### src/rtl/pic_pkg.sv
// Shared types and constants for the 8259 interrupt-acknowledge path.
package pic_pkg;

  typedef enum logic [2:0] {
    ST_IDLE,
    ST_REQ,
    ST_ACK1,
    ST_GAP,
    ST_ACK2
  } state_e;

  localparam int DEF_NUM_IR      = 8;
  localparam int DEF_SPURIOUS_IR = 7;
  localparam int VEC_LO_W        = 3;

endpackage

### src/rtl/pic_priority_encoder.sv
// Fixed-priority encoder: lowest-index set bit wins (IR0 highest).
module pic_priority_encoder
  import pic_pkg::*;
(
  input  logic [DEF_NUM_IR-1:0] vec_i,
  output logic [VEC_LO_W-1:0]   idx_o,
  output logic                  valid_o,
  output logic [DEF_NUM_IR-1:0] onehot_o
);

  always_comb begin
    idx_o = '0;
    for (int i = DEF_NUM_IR - 1; i >= 0; i--) begin
      if (vec_i[i]) idx_o = VEC_LO_W'(i);
    end
  end

  assign valid_o  = |vec_i;
  // Two's-complement trick isolates the lowest set bit.
  assign onehot_o = vec_i & (~vec_i + DEF_NUM_IR'(1));

endmodule

### src/rtl/inta_sequencer.sv
// 8259 INT/INTA responder owning the ISR; 8086-mode two-pulse acknowledge.
// Build option: define INTA_AUTO_EOI_EN to clear the ISR bit at the end of the second INTA pulse.
module inta_sequencer
  import pic_pkg::*;
#(
  parameter int NUM_IR      = DEF_NUM_IR,
  parameter int SPURIOUS_IR = DEF_SPURIOUS_IR
) (
  input  logic              clk,
  input  logic              reset,
  input  logic [NUM_IR-1:0] maskedRequest,
  input  logic [4:0]        vectorBase,
  input  logic              intaN,
  input  logic              eoi,
  output logic              intOut,
  output logic [NUM_IR-1:0] irrClear,
  output logic [NUM_IR-1:0] isr,
  output logic [7:0]        dataOut,
  output logic              dataOutEn
);

  state_e                state_q, state_d;
  logic                  intaPrev_q;
  logic                  intOut_q, intOut_d;
  logic [NUM_IR-1:0]     irrClear_q, irrClear_d;
  logic [NUM_IR-1:0]     isr_q, isr_d;
  logic [VEC_LO_W-1:0]   ackId_q, ackId_d;
  logic                  spurious_q, spurious_d;
  logic [7:0]            dataOut_q, dataOut_d;
  logic                  dataOutEn_q, dataOutEn_d;
  logic [NUM_IR-1:0]     setBit, clrBit;

  logic [VEC_LO_W-1:0]   reqIdx, svcIdx;
  logic                  reqValid, svcValid;
  logic [NUM_IR-1:0]     reqOneHot, svcOneHot;
  logic                  pending, fall, rise;

  pic_priority_encoder u_req_enc (
    .vec_i    (maskedRequest),
    .idx_o    (reqIdx),
    .valid_o  (reqValid),
    .onehot_o (reqOneHot)
  );

  pic_priority_encoder u_svc_enc (
    .vec_i    (isr_q),
    .idx_o    (svcIdx),
    .valid_o  (svcValid),
    .onehot_o (svcOneHot)
  );

  assign fall    = intaPrev_q & ~intaN;
  assign rise    = ~intaPrev_q & intaN;
  assign pending = reqValid & (~svcValid | (reqIdx < svcIdx));

  always_comb begin
    state_d     = state_q;
    ackId_d     = ackId_q;
    spurious_d  = spurious_q;
    irrClear_d  = '0;
    dataOut_d   = dataOut_q;
    dataOutEn_d = dataOutEn_q;
    setBit      = '0;
    clrBit      = eoi ? svcOneHot : '0;
    case (state_q)
      ST_IDLE: if (pending) state_d = ST_REQ;
      ST_REQ: begin
        // A falling edge wins over a vanishing request: that is the spurious case.
        if (fall) begin
          state_d = ST_ACK1;
          if (pending) begin
            ackId_d    = reqIdx;
            spurious_d = 1'b0;
            setBit     = reqOneHot;
            irrClear_d = reqOneHot;
          end else begin
            ackId_d    = SPURIOUS_IR[VEC_LO_W-1:0];
            spurious_d = 1'b1;
          end
        end else if (!pending) begin
          state_d = ST_IDLE;
        end
      end
      ST_ACK1: if (rise) state_d = ST_GAP;
      ST_GAP: begin
        if (fall) begin
          state_d     = ST_ACK2;
          dataOut_d   = {vectorBase, ackId_q};
          dataOutEn_d = 1'b1;
        end
      end
      ST_ACK2: begin
        if (rise) begin
          state_d     = ST_IDLE;
          dataOut_d   = '0;
          dataOutEn_d = 1'b0;
`ifdef INTA_AUTO_EOI_EN
          if (!spurious_q) clrBit = clrBit | (NUM_IR'(1) << ackId_q);
`endif
        end
      end
      default: state_d = ST_IDLE;
    endcase
    isr_d    = (isr_q & ~clrBit) | setBit;
    intOut_d = (state_d == ST_REQ);
  end

  always_ff @(posedge clk) begin
    if (reset) begin
      state_q     <= ST_IDLE;
      intaPrev_q  <= 1'b1;
      intOut_q    <= 1'b0;
      irrClear_q  <= '0;
      isr_q       <= '0;
      ackId_q     <= '0;
      spurious_q  <= 1'b0;
      dataOut_q   <= '0;
      dataOutEn_q <= 1'b0;
    end else begin
      state_q     <= state_d;
      intaPrev_q  <= intaN;
      intOut_q    <= intOut_d;
      irrClear_q  <= irrClear_d;
      isr_q       <= isr_d;
      ackId_q     <= ackId_d;
      spurious_q  <= spurious_d;
      dataOut_q   <= dataOut_d;
      dataOutEn_q <= dataOutEn_d;
    end
  end

  assign intOut    = intOut_q;
  assign irrClear  = irrClear_q;
  assign isr       = isr_q;
  assign dataOut   = dataOut_q;
  assign dataOutEn = dataOutEn_q;

endmodule
### config.mk
export PLATFORM = sky130hd
export DESIGN_NAME = inta_sequencer
export DESIGN_NICKNAME = d
export VERILOG_FILES = /design/src/rtl/pic_pkg.sv /design/src/rtl/pic_priority_encoder.sv /design/src/rtl/inta_sequencer.sv
export SDC_FILE = /design/constraint.sdc
export NUM_CORES = 1
export LEC_CHECK = 0
export ABC_CLOCK_PERIOD_IN_PS = 4400
export CAP_MARGIN = 15
export CORE_MARGIN = 2
export CORE_UTILIZATION = 50
export DETAILED_ROUTE_END_ITERATION = 10
export PLACE_DENSITY_LB_ADDON = 0.3
export SYNTH_ARGS = -nofsm -noshare
export SYNTH_HDL_FRONTEND = slang
export SYNTH_HIERARCHICAL = 1
export SYNTH_SLANG_ARGS = --single-unit
export TNS_END_PERCENT = 10
### constraint.sdc
create_clock -name clk -period 4.4 [get_ports clk]
set_clock_uncertainty 0.15 [all_clocks]
set_input_delay 0.66 -clock clk [delete_from_list [all_inputs] [get_ports clk]]
set_output_delay 0.66 -clock clk [all_outputs]
set_load 0.05 [all_outputs]
==> Word-level counts from Yosys, hierarchy flattened <==
Cells that the tools add are included.
{ "word_totals": {"register_bits": 33} }
{ "op_classes": {"n_reduce_logical": 6, "n_mux": 34, "magnitude_cmp": 1, "bitwise": 14, "addsub": 2, "eq_ne": 7} }
{ "ops": {"columns": ["op", "count"], "rows": [
  ["$mux 3", 23],
  ["$mux 8", 6],
  ["$and 8x8->8", 3],
  ["$not 8->8", 3],
  ["$add 8x1->8 const B", 2],
  ["$pmux 8 s2", 1],
  ["$reduce_or 8->1", 2],
  ["$pmux 3 s5", 1],
  ["$or 8x8->8", 1],
  ["$eq 3x1->1 const B", 2],
  ["$eq 3x2->1 const B", 2],
  ["$ne 2x2->1 const B", 2],
  ["$and 1x1->1", 3],
  ["$eq 3x3->1 const B", 1],
  ["$logic_not 3->1", 1],
  ["$lt 3x3->1", 1],
  ["$not 1->1", 3],
  ["$reduce_and 3->1", 1],
  ["$mux 1", 2],
  ["$pmux 1 s2", 1],
  ["$reduce_and 2->1", 1],
  ["$reduce_bool 2->1", 1],
  ["$or 1x1->1", 1]
]} }

==> Logic depth before layout (Yosys ltp) <==
Gate-level depths: netlist of run 1.
{ "logic_depth": {"word_depth": 15, "ltp_mapped": 10} }

==> Modules after synthesis <==
Netlist of run 1, hierarchy kept.
{ "by_module_without_submodules": {"columns": ["module", "n_inst", "seq_area_each_um2", "cells_per_inst", "area_each_um2"], "rows": [
  ["inta_sequencer", 1, 660.6, 115, 1214.9],
  ["pic_priority_encoder", 2, 0.0, 23, 138.9]
]} }

==> Least setup slack after synthesis of run 1 <==
OpenSTA, ideal clock, no wires.
{ "synth_timing": {"kind": "in2reg", "start": "input maskedRequest[3]", "end": "register irrClear_q[3] (netlist: irrClear[3])", "setup_time_ns": 0.060, "stages": 8, "t_arrival_ns": 2.524, "t_required_ns": 4.190, "n_path_buf": 1, "path_slack_ns": 1.666, "cell_sequence": "or4_4 > a21oi_1 > ha_1 > o21ai_0 > nand2_1 > a211oi_4 > buf_6 > and2_1"} }
{ "synth_via": {"elab_chain_len": 10} }
{ "synth_lines": {"columns": ["element", "line_no", "rtl"], "rows": [
  ["start, declared", "inta_sequencer.sv:11", "input logic [NUM_IR-1:0] maskedRequest,"],
  ["$mux 3 (4 in a row)", "pic_priority_encoder.sv:14", "if (vec_i[i]) idx_o = VEC_LO_W'(i);"],
  ["net reqIdx[2]", "inta_sequencer.sv:33", "logic [VEC_LO_W-1:0] reqIdx, svcIdx;"],
  ["$lt 3x3->1", "inta_sequencer.sv:54", "assign pending = reqValid & (~svcValid | (reqIdx < svcIdx));"],
  ["$or 1x1->1", "inta_sequencer.sv:54", null],
  ["$and 1x1->1", "inta_sequencer.sv:54", null],
  ["$mux 8", "inta_sequencer.sv:71", "if (pending) begin"],
  ["$mux 8", "inta_sequencer.sv:69", "if (fall) begin"],
  ["$mux 8", null, null],
  ["end signal, assigned", "inta_sequencer.sv:123", "irrClear_q <= irrClear_d;"],
  ["end, declared", "inta_sequencer.sv:25", "logic [NUM_IR-1:0] irrClear_q, irrClear_d;"]
]} }
The timed path passes the listed nets, and every way through them passes these cells.
A chain may end at the register's enable or synchronous reset.

==> Worst setup path after layout of run 1 <==
{ "layout_timing": {"start": "input maskedRequest[3]", "end": "register irrClear_q[6] (netlist: irrClear[6])"} }
The elaborated chain is that of the path after synthesis.

==> results of run 1 <==
-- routing by layer --
metal,part of all wire (%),vias up,wire (um)
met5,0,-,0
met4,1.2,0,41
met3,7.8,6,265
met2,46,51,1570
met1,45,633,1530
li1,-,672,-
-- registers in the layout, summed over array words and instances, names as in the netlist --
signal,flops
intaPrev_q,1
ackId_q,3
isr,8
dataOut,8
dataOutEn,1
intOut,1
state_q,3
irrClear,8
-- cell families (layout without fill, tap and decap cells) --
kind of cell	count (synthesis)	count (layout)	synth area share, %
adders and majority gates	2	2	1.68
DFF	33	33	44.3
xor gates and xnor gates	1	1	0.587
AOI/OAI and AO/OA	41	41	21.5
and+or+nand+nor	72	72	27.9
buffers and inverters	12	57	4.02
-- stage by stage --
step,power [mW],setup WS [ns]
2_1_floorplan,0.387,1.67
3_3_place_gp,0.419,1.01
3_5_place_dp,0.424,0.923
4_1_cts,0.581,1.26
5_1_grt,0.601,1.05
6_report,0.577,1.25
-- synthesized netlist by cell type, types with 2 or more instances --
| cell type | n | area, um2 |
|---|---|---|
| dfxtp_1 | 33 | 661 |
| nor3_2 | 2 | 20.0 |
| or4_4 | 2 | 22.5 |
| buf_4 | 2 | 15.0 |
| o21bai_1 | 2 | 15.0 |
| o21ai_0 | 7 | 35.0 |
| ha_1 | 2 | 25.0 |
| a211oi_1 | 5 | 37.5 |
| a21oi_1 | 7 | 35.0 |
| nor3_1 | 6 | 30.0 |
| nand2b_1 | 2 | 12.5 |
| and2_1 | 13 | 81.3 |
| a32o_1 | 8 | 80.1 |
| a22o_1 | 8 | 70.1 |
| nand2_1 | 14 | 52.6 |
| nor3b_1 | 5 | 37.5 |
| inv_1 | 7 | 26.3 |
| nor4b_1 | 2 | 17.5 |
| nor2b_1 | 5 | 31.3 |
| nor2_1 | 14 | 52.6 |
-- tightest hold or removal path, cell delays in order, from the launching register on --
cell and delay [ns]:
dfxtp_1 0.33, nand2b_1 0.06, a21oi_1 0.06
-- where the power goes --
| group | total [mW] | internal [mW] | leakage [nW] | switching (mW) |
|---|---|---|---|---|
| clock | 0.158 | 0.0602 | 0.0310 | 0.0980 |
| combinational | 0.0991 | 0.0411 | 0.423 | 0.0580 |
| sequential | 0.319 | 0.309 | 0.267 | 0.00982 |
| total | 0.577 | 0.411 | 0.721 | 0.166 |
-- worst max-delay path by stage --
stage,startpoint,end,slack [ns],cells after the start
4_1_cts,maskedRequest[3],irrClear[3],1.26,8
3_3_place_gp,maskedRequest[3],isr[7],1.01,8
6_report,maskedRequest[3],irrClear[6],1.25,8
5_1_grt,maskedRequest[3],irrClear[6],1.05,8
2_1_floorplan,maskedRequest[3],irrClear[3],1.67,8
3_5_place_dp,maskedRequest[3],irrClear[3],0.92,8
-- area by class of cell --
class                   instances  area, um2
clock buffers                   5       37.5
clock inverters                 3       17.5
fillers                       224        832
inverters                       7       26.3
multi-input cells             116        772
flip-flops and latches         33        661
well taps                      31       38.8
repair buffers                 42        420
==> flow_summary.ini, run 1 <==
[place]
place_congestion = 0.850
post_dp_cell_area_um2 = 1920
port_buffers = 42
place.detailed.hpwl_um = 2550
place_inst = 229

[outcome]
violations = design-rule violations
status = finished, violations left

[clock_tree]
cts_buffer_depth = 2
cts_setup_buffers = 0
clk_latency_ns = 0.31
cts_resized = 0
clk_pin_slew_ns = 0.11
postCtsHoldBufs = 0
cts_root_buf = clkbuf_4
cts_tree = yes
cts_max_level = 2
cts_buffers = 5
clock_sink_count = 33

[setup_path]
cp.required_ns = 4.51
critPathMaxFanout = 16
reg2reg_from = isr[3]
cp_slowest_cell = or4_4
endpoint_kind = register
cp_top_family = simple AND/OR/NAND/NOR gates
worst-endpoint-arrival_ns = 3.26
path_buf_inv = 1
worst_setup_path_start_kind = input port
path_class = input port to register
reg2reg_to = irrClear[6]
crit_chain = clkdlybuf4s50_1, or4_4, a21oi_1, ha_1, o21ai_0, nand2_1, a211oi_4, and2_1
reg2reg_depth = 8
slowest_delay_ns = 0.59
reg2reg_slack_ns = 1.67

[timing]
relSlewSlack_pct = 62.7
rsz0062_at_grt = false
timing.fmax_mhz = 317
period_share_pct = 71.7
setup_viol = 0
fin_setup_tns_ns = 0
slew_viol_final = 0
worstMarginPinSlew_ns = 0.557
whs_ns = 0.335
finalWorstPathRequiredPeriod_ns = 3.15
hold_viol = 0

[drt]
vias = 1362
wl_um = 3410
dr.pass1.iters = 7
drc = 6
ant_nets = 0
wl_per_cell_um = 14.4
viasPerCell = 5.75
drt_iter0_drc = 56

[hold_path]
hold_start = dataOutEn
worst_hold_path.endpoint = dataOutEn
min_path_type = register to register
whs_path_depth = 2

[synth]
synthArstFlopShare_pct = 0
synth_cell_types = 35
ys.warnings.count = 6
netlist_area_um2 = 1490
synth_edf_count = 0
syn_nets = 180
synth_seq_area_share_pct = 44.3
syn_inst = 161
ys_ff_latch = 33
synthFlopType = dfxtp_1
synth_area_per_cell_um2 = 9.27

[global_routing]
grt_overflow = 0
met2_usage_pct = 35.2
use_met3_pct = 6.15
grt_pass1_wl_um = 5580
grt_max_degree = 17
grt.total_usage_pct = 21.5
antenna_found_initial = 0
grt_busiest_layer = met2
grt_pass1_vias = 1239
met1_usage_pct = 27.4

[run]
maxCapViolations = 0

[cells_and_area]
layout_commonest_cell = clkdlybuf4s50_1
stdcell_area_um2 = 1970
diodes = 0
area_growth_syn_to_layout_pct = 32.2
layout_common_cells = clkdlybuf4s50_1, dfxtp_1, nor2_1, nand2_1, and2_1
nets = 224
stdcell_count = 237
drive_above_1_share_pct = 8.25
finish.utilization_pct = 70.3

[floorplanning]
die_h_um = 58.6
pin_count = 43
start_util_pct = 53.2
core_area_um2 = 2810
design.die.area_um2 = 3440
rows = 19
die_w_um = 58.6

[power]
leakage_nw = 0.721
p_per_area_nw_per_um2 = 292
vdd_ir_drop_max_uv = 204
(Power assumes the default switching activity.)
==> run 2: changes to the inputs <==
ABC_CLOCK_PERIOD_IN_PS = 2730   (was 4400)
CORE_UTILIZATION = 42   (was 50)
clock period = 2.73 ns   (was 4.4 ns; I/O delays follow)
==> flow_summary.ini, run 2 (synthesis results as in run 1) <==
[floorplanning]
die_h_um = 63.6
design.die.area_um2 = 4050
start_util_pct = 44.4
rows = 21
die_w_um = 63.6
core_area_um2 = 3360
pin_count = 43

[timing]
fin_setup_tns_ns = 0
period_share_pct = 93.6
relSlewSlack_pct = 59.0
slew_viol_final = 0
hold_viol = 0
finalWorstPathRequiredPeriod_ns = 2.56
whs_ns = 0.336
rsz0062_at_grt = false
setup_viol = 0
worstMarginPinSlew_ns = 0.606
timing.fmax_mhz = 391

[clock_tree]
clk_pin_slew_ns = 0.11
cts_buffer_depth = 2
postCtsHoldBufs = 0
cts_root_buf = clkbuf_4
clock_sink_count = 33
cts_buffers = 5
cts_setup_buffers = 0
clk_latency_ns = 0.34
cts_max_level = 2
cts_tree = yes

[setup_path]
critPathMaxFanout = 16
reg2reg_slack_ns = 0.23
crit_chain = clkdlybuf4s50_1, or4_4, a21oi_1, ha_1, o21ai_0, nand2_1, a211oi_4, buf_12, and2_1
endpoint_kind = register
reg2reg_depth = 9
worst_setup_path_start_kind = input port
slowest_delay_ns = 0.55
worst-endpoint-arrival_ns = 2.68
reg2reg_from = isr[2]
path_class = input port to register
reg2reg_to = irrClear[3]
cp.required_ns = 2.85
cp_slowest_cell = or4_4

[drt]
wl_per_cell_um = 13.5
drt_iter0_drc = 59
ant_nets = 0
dr.pass1.iters = 4
drc = 0
wl_um = 3570
vias = 1370
viasPerCell = 5.19

[global_routing]
grt_pass1_vias = 1347
antenna_found_initial = 0
grt_pass1_wl_um = 6200
grt_max_degree = 17
grt.total_usage_pct = 19.9
grt_overflow = 0

[cells_and_area]
fill_cells = 308
area_growth_syn_to_layout_pct = 42.3
layout_common_cells = clkdlybuf4s50_1, dfxtp_1, nor2_1, nand2_1, and2_1
regArea_um2 = 662
nets = 236
diodes = 0
layout_commonest_cell = clkdlybuf4s50_1
multi_input_area_um2 = 772
drive_above_1_share_pct = 13.8

[hold_path]
hold_start = ackId_q[2]
whs_path_depth = 1
worst_hold_path.endpoint = dataOut[2]
min_path_type = register to register

[run]
maxCapViolations = 0

[power]
p_per_area_nw_per_um2 = 498
vdd_ir_drop_max_uv = 237
leakage_nw = 0.794

[place]
place_congestion = 0.822
place.detailed.hpwl_um = 2740
port_buffers = 42

[outcome]
status = finished, final reports clean
-- run 2: cell types whose count changed in the layout (fill, tap and decap cells not counted), sizes merged --
cell / previous run / this run
buf: 0 / 12
bufinv: 0 / 1
clkinv: 2 / 1
-- run 2: critical path, delay by kind of cell --
family / cells / cell delay (ns)
buf+inv: 2 / 0.59
fa+ha+maj: 1 / 0.26
compound gates: 3 / 0.62
simple gates: 3 / 0.80
-- run 2: how the worst max path moves through the flow --
stage	from	to	slack [ns]	cells past startpoint
floorplan	isr[3]	irrClear[3]	0.07	9
global placement	maskedRequest[3]	irrClear[4]	-0.12	9
detailed placement	maskedRequest[3]	isr[6]	-0.18	9
CTS	maskedRequest[3]	irrClear[3]	0.17	9
global route	maskedRequest[3]	ackId_q[1]	0.02	9
finish	maskedRequest[3]	irrClear[3]	0.17	9
-- run 2: final cells by class --
class	instances	share of cell area, %
Clock inverter	3	2.18
Timing Repair Buffer	54	24.6
Inverter	7	1.24
Multi-Input combinational cell	116	36.3
Clock buffer	5	1.77
Sequential cell	33	31.2
Tap cell	46	2.71
-- run 2: routing by layer --
metal	part of all wire, %	track usage [%]	vias to the layer above	wire length (um)
met5	0	0	-	0
met4	1.6	6.52	0	57
met3	5.6	6.61	6	199
met2	48	33.0	46	1710
met1	45	24.0	627	1600
li1	-	-	691	-
-- run 2: power by group --
group	internal (mW)	switching (mW)
combinational	0.0805	0.0946
clock	0.194	0.174
sequential	0.499	0.0161
-- run 2: per-stage QoR --
stage / worst slack (ns) / area [um2] / total power [mW] / cells / util (%)
2_1_floorplan: 0.0697 / 1490 / 0.624 / 161 / -
3_3_place_gp: -0.124 / 2040 / 0.695 / 256 / 60.6
3_5_place_dp: -0.182 / 2040 / 0.700 / 256 / 60.6
4_1_cts: 0.174 / 2120 / 1.07 / 264 / 63.1
5_1_grt: 0.0200 / 2120 / 1.11 / 264 / 63.2
6_report: 0.175 / 2120 / 1.06 / 264 / 63.2
-- run 2: timing repair --
action	4_1_cts	5_1_grt
resized for setup	0	1
endpoints found under the setup margin	0	2
hold endpoints to repair	0	0
